--- config.mk ---
export PLATFORM = sky130hd
export DESIGN_NAME = pipe_hazard_ctrl
export DESIGN_NICKNAME = d
export VERILOG_FILES = /design/src/rtl/pipe_hazard_ctrl.sv
export SDC_FILE = /design/constraint.sdc
export NUM_CORES = 1
export LEC_CHECK = 0
export CAP_MARGIN = 20
export CORE_MARGIN = 2
export CORE_UTILIZATION = 40
export CTS_BUF_LIST = sky130_fd_sc_hd__clkbuf_8
export CTS_CLUSTER_DIAMETER = 60
export DETAILED_ROUTE_END_ITERATION = 6
export HOLD_SLACK_MARGIN = 0.1
export PLACE_DENSITY = 0.87
export SYNTH_ARGS = -nofsm -noshare
export SYNTH_HDL_FRONTEND = slang
export SYNTH_SLANG_ARGS = --single-unit
--- constraint.sdc ---
create_clock -name clk -period 2.8 [get_ports clk]
set_input_delay 0.56 -clock clk [delete_from_list [all_inputs] [get_ports clk]]
set_output_delay 0.56 -clock clk [all_outputs]
set_load 0.05 [all_outputs]
--- src/rtl/pipe_hazard_ctrl.sv ---
// -----------------------------------------------------------------------------
// pipe_hazard_ctrl
//   Central stall/flush generator for the six pipeline registers
//   (pc, if_id, id1_id2, id2_ex, ex_mem, mem_wb). A register clears on
//   (flush & !stall) or exception_flush, holds on stall, and loads otherwise.
//   This block resolves load-use hazards, the multi-cycle divide, I/D memory
//   wait, deferred branch squash and exception squash.
//
//   Optional feature: define PIPE_HAZARD_PERF_EN to add three 32-bit
//   stall-cause counters (perf_lu_cnt, perf_div_cnt, perf_mem_cnt).
//
// Parameters
//   DIV_LAT  total EX stall cycles for one div/divu (>= 2)
//   CNT_W    width of the divide countdown (2**CNT_W > DIV_LAT)
//
// Ports
//   clk, rst                 clock, asynchronous active-low reset
//   id2_rs/id2_rt(+_ren)     source registers of the ID2 instruction
//   ex_is_load, ex_w_reg_dst load in EX and its destination
//   ex_div_start             valid div/divu in EX (held while EX is stalled)
//   ex_branch_taken          branch/jump in EX redirects; delay slot is in ID2
//   imem_stall_req           fetch not returned
//   dmem_stall_req           MEM access not complete
//   mem_exception            exception/eret committed in MEM
//   *_stall, *_flush         per-register hold / clear controls
//   exception_flush          squash all stage registers
//   div_busy                 divide counting down (stalling in DIV_BUSY)
//   dbg_state                current FSM state (RUN/DIV_BUSY/EXC_HOLD)
//
// Handshake: there is no valid/ready pair here; each *_stall/*_flush is a
//   level that applies to the register's update on the next rising clk.
// -----------------------------------------------------------------------------
module pipe_hazard_ctrl #(
   parameter int DIV_LAT = 36,
   parameter int CNT_W   = 6
) (
   input  logic       clk,
   input  logic       rst,
   input  logic [4:0] id2_rs,
   input  logic [4:0] id2_rt,
   input  logic       id2_rs_ren,
   input  logic       id2_rt_ren,
   input  logic       ex_is_load,
   input  logic [4:0] ex_w_reg_dst,
   input  logic       ex_div_start,
   input  logic       ex_branch_taken,
   input  logic       imem_stall_req,
   input  logic       dmem_stall_req,
   input  logic       mem_exception,
   output logic       pc_stall,
   output logic       if_id_stall,
   output logic       id1_id2_stall,
   output logic       id2_ex_stall,
   output logic       ex_mem_stall,
   output logic       mem_wb_stall,
   output logic       if_id_flush,
   output logic       id1_id2_flush,
   output logic       id2_ex_flush,
   output logic       ex_mem_flush,
   output logic       mem_wb_flush,
   output logic       exception_flush,
   output logic       div_busy,
`ifdef PIPE_HAZARD_PERF_EN
   output logic [31:0] perf_lu_cnt,
   output logic [31:0] perf_div_cnt,
   output logic [31:0] perf_mem_cnt,
`endif
   output logic [1:0] dbg_state
);

   localparam logic [1:0] RUN      = 2'd0;
   localparam logic [1:0] DIV_BUSY = 2'd1;
   localparam logic [1:0] EXC_HOLD = 2'd2;

   logic [1:0]       state_q, state_d;
   logic [CNT_W-1:0] cnt_q, cnt_d;
   logic             redir_q, redir_d;

   logic div_act, lu_act, live;
   logic s_ex_mem, s_id2_ex, s_id1_id2, s_if_id;
   logic br_accept, redir_want, br_flush;

   // Hazard detection. Register 0 is hardwired, so it never creates a hazard.
   assign lu_act = ex_is_load && (ex_w_reg_dst != 5'd0) &&
                   ((id2_rs_ren && (id2_rs == ex_w_reg_dst)) ||
                    (id2_rt_ren && (id2_rt == ex_w_reg_dst)));

   // The zero-count cycle in DIV_BUSY is the drain cycle: the divide result
   // leaves EX without stalling and ex_div_start is not re-sampled.
   assign div_act = ((state_q == RUN) && ex_div_start) ||
                    ((state_q == DIV_BUSY) && (cnt_q != '0));

   // Stalls accumulate from the back of the pipe forward.
   assign s_ex_mem  = dmem_stall_req;
   assign s_id2_ex  = s_ex_mem  || div_act;
   assign s_id1_id2 = s_id2_ex  || lu_act;
   assign s_if_id   = s_id1_id2 || imem_stall_req;

   // A taken branch only counts once EX actually advances. Its squash of the
   // IF/ID1 instructions waits until both front registers are free to clear.
   assign br_accept  = ex_branch_taken && !s_ex_mem;
   assign redir_want = redir_q || br_accept;
   assign br_flush   = redir_want && !s_if_id && !s_id1_id2;

   // Everything is quiet while in reset or while an exception squashes.
   assign live = rst && !mem_exception;

   assign pc_stall      = live && s_if_id;
   assign if_id_stall   = live && s_if_id;
   assign id1_id2_stall = live && s_id1_id2;
   assign id2_ex_stall  = live && s_id2_ex;
   assign ex_mem_stall  = live && s_ex_mem;
   assign mem_wb_stall  = 1'b0;

   assign if_id_flush   = live && ((state_q == EXC_HOLD) || br_flush) && !s_if_id;
   assign id1_id2_flush = live && (imem_stall_req || br_flush) && !s_id1_id2;
   assign id2_ex_flush  = live && lu_act && !s_id2_ex;
   assign ex_mem_flush  = live && div_act && !s_ex_mem;
   assign mem_wb_flush  = live && dmem_stall_req;

   assign exception_flush = rst && mem_exception;
   assign div_busy        = rst && (state_q == DIV_BUSY) && (cnt_q != '0);
   assign dbg_state       = state_q;

   always_comb begin
      state_d = state_q;
      cnt_d   = cnt_q;
      redir_d = redir_q;
      if (mem_exception) begin
         state_d = EXC_HOLD;
         cnt_d   = '0;
         redir_d = 1'b0;
      end else begin
         redir_d = redir_want && (s_if_id || s_id1_id2);
         // A D-memory wait freezes the divide sequence, including the drain
         // cycle, so the divide in EX is neither restarted nor lost.
         case (state_q)
            EXC_HOLD: state_d = RUN;
            RUN: begin
               if (ex_div_start && !dmem_stall_req) begin
                  state_d = DIV_BUSY;
                  cnt_d   = CNT_W'(DIV_LAT - 1);
               end
            end
            DIV_BUSY: begin
               if (!dmem_stall_req) begin
                  if (cnt_q != '0) cnt_d = cnt_q - CNT_W'(1);
                  else             state_d = RUN;
               end
            end
            default: state_d = RUN;
         endcase
      end
   end

   always_ff @(posedge clk or negedge rst) begin
      if (!rst) begin
         state_q <= RUN;
         cnt_q   <= '0;
         redir_q <= 1'b0;
      end else begin
         state_q <= state_d;
         cnt_q   <= cnt_d;
         redir_q <= redir_d;
      end
   end

`ifdef PIPE_HAZARD_PERF_EN
   // Only the winning stall cause of a cycle is counted (dmem > div > load-use).
   always_ff @(posedge clk or negedge rst) begin
      if (!rst) begin
         perf_lu_cnt  <= '0;
         perf_div_cnt <= '0;
         perf_mem_cnt <= '0;
      end else if (!mem_exception) begin
         if (dmem_stall_req)   perf_mem_cnt <= perf_mem_cnt + 32'd1;
         else if (div_act)     perf_div_cnt <= perf_div_cnt + 32'd1;
         else if (lu_act)      perf_lu_cnt  <= perf_lu_cnt + 32'd1;
      end
   end
`endif

endmodule

==> metrics.txt <==
num rows 16; Fin. Hold Viols 0; gr ovfl total 0; synth top area cells dfrtp_1 26%, xnor2_1 10%, nor2_1 5.2%, a211oi_1 3.5%, inv_1 3.5%; Die W 50.6 um; metal2 WL 1420 um; Routed Wire Length 2510 um; top-area cell type share of the netlist area 25.9%; vias in the first global route 965; Layout area overhead 64.1%; DR DRC count 0; Setup CP Type in -> out; Util after Layout 71.2%; syn nets 136; WP buf/inv 2; Netlist cell types 40; EDFF count, synth 0; Post-DP HPWL 2040 um; leakage power 0.621 nW; Final Critical Period 2730 ps; Synth top cells by count 12 x nor2_1, 10 x xnor2_1, 9 x dfrtp_1, 8 x inv_1, 7 x nand2_1; initial antenna violation count 0; critical path data required time 2240 ps; CP max FO 3; placed inst area 1370 sq um; Skew-Pair Late Insertion Delay 230 ps; vias per cell 5.66; fraction of registers with async set/reset 100%; RSZ-0062 raised after global routing yes; routed via count 997; Design Power 0.508 mW; CTS tree yes; crit path DAT 2170 ps; metal1 wirelength 909 um; total core area 2000 sq um; predominant post-synthesis flop cell dfrtp_1; # IOs 40; layout cell share with drive strength beyond 1 16.1%; fin. max-slew vios 0; GPL Wtd Cong 0.893; root buf cell clkbuf_8; Initial Util 43.4%; gr usage total 20.9%; FF+latch count, synth 9; Largest stage delay, worst path 520 ps; CTS sink cnt 9; FILL cells 144; Final Setup Violations 0; Seq/Total Area, Yosys 25.9%; met3 WL 155 um; slowest CP cell or4_4; nets 177; Final Instance Area 1430 sq um; CTS max path bufs 2; H-tree Lvls 1; largest net degree at the start of global routing 12; Final period util 97.4%; synthesized area 868 sq um; startpoint types input port; Max IR drop VDD 0.000284 V; PortBufs 38; cell with the most instances after synthesis nor2_1; Top delay family on crit path buffers and inverters; Die ar. 2560 sq um; crit end category output port; wire per inst 14.3 um; Mapped Cells 109; dominant cell type by area after synthesis dfrtp_1; first drt pass iteration count 6; CTS buffer count 3; ANT nets after route 0; CTS resizes 1; highest routed metal layer met4; Power Density 356 nW/um^2; max-cap violations 0; FMAX 367 MHz; syn_area_per_cell 7.97 sq um; Reg clk slew, reported paths 50 ps; ANT cells 0; status finished, final reports clean; CTS Hold Bufs 0; Die Span Y 50.6 um; setup_tns 0 ps; Final Skew 3.65 ps; Ys Warns 0; HP Class in -> async; DRT iter0 DRCs 29; global-route wire length before repair 4090 um; cells along the critical path clkdlybuf4s50_1 -> or4_4 -> o21a_1 -> nand2_1 -> o22ai_1 -> buf_12; postcts setup bufs 0
[layer usage]
metal,GRT usage [%],vias to the layer above
met1,22.0,479
met4,5.41,0
li1,-,471
met2,41.9,45
met5,0,-
met3,3.57,2
[kinds of logic after synthesis]
logic type / share of synthesized area (%)
compound gates: 25.4
flops: 25.9
buf+inv: 8.21
other cells: 0.432
xor+xnor: 10.1
mux: 1.30
simple gates: 25.8
fa+ha+maj: 2.88
[cells in the final DEF (no fill, tap or decap), types with 2 or more instances in the layout]
master / count
o211a_1: 2
buf_4: 6
nor3_1: 3
o31ai_1: 4
clkbuf_8: 3
or4_1: 2
a21oi_1: 3
a22o_1: 2
buf_12: 10
or3_1: 2
xnor2_1: 10
nor2b_1: 2
ha_1: 2
o22ai_1: 2
dlymetal6s2s_1: 2
a211oi_1: 3
dfrtp_1: 9
nand2_1: 7
nand4_1: 3
nor2_1: 12
o21ai_0: 3
nand2b_1: 2
inv_1: 9
and3_1: 2
clkdlybuf4s50_1: 24
[final cells by class]
cell class / instances / area, sq um / area share (%)
Timing Repair Buffer: 42 / 510 / 35.8
Clock buffer: 3 / 41.3 / 2.90
Sequential cell: 9 / 225 / 15.8
Inverter: 8 / 30.0 / 2.11
Multi-Input combinational cell: 86 / 581 / 40.7
Clock inverter: 1 / 3.75 / 0.263
Tap cell: 27 / 33.8 / 2.37
[report_power, final]
part / internal (mW) / switching (mW) / total (mW)
clock: 0.0955 / 0.0519 / 0.147
sequential: 0.141 / 0.0110 / 0.152
combinational: 0.103 / 0.106 / 0.209
[worst reg2reg max path: cells and delay by family (launching register included)]
kind	cells	cell delay, ps
AOI/OAI and AO/OA	2	720
and+or+nand+nor	2	360
buffers and inverters	1	100
adders and majority gates	1	220
DFF	1	390
[worst paths after layout]
path | startpoint | end | slack (ps) | depth (start not counted)
max reg2reg | cnt_q[0] | cnt_q[5] | 900 | 6
max in group asynchronous | rst | dbg_state[0] | 1910 | 2
min reg2reg | cnt_q[1] | cnt_q[1] | 530 | 1
min | rst | redir_q | 520 | 1
min in group clk | cnt_q[1] | cnt_q[1] | 530 | 1
max | ex_w_reg_dst[3] | id1_id2_stall | 70 | 6
[through the flow]
| step | setup WS, ps | hold slack, ps | instances |
|---|---|---|---|
| 6_report | 73.3 | 523 | 176 |
| 5_1_grt | -4.69 | 534 | 176 |
| 4_1_cts | 28.9 | 519 | 176 |
| 3_5_place_dp | 1.22 | 533 | 172 |
| 3_3_place_gp | 67.8 | 525 | 172 |
| 2_1_floorplan | 27.0 | 264 | 109 |
[sequential cells by signal, summed over array words and instances (netlist names)]
| name | count |
|---|---|
| cnt_q | 6 |
| dbg_state | 2 |
| redir_q | 1 |
(Power assumes the default switching activity.)
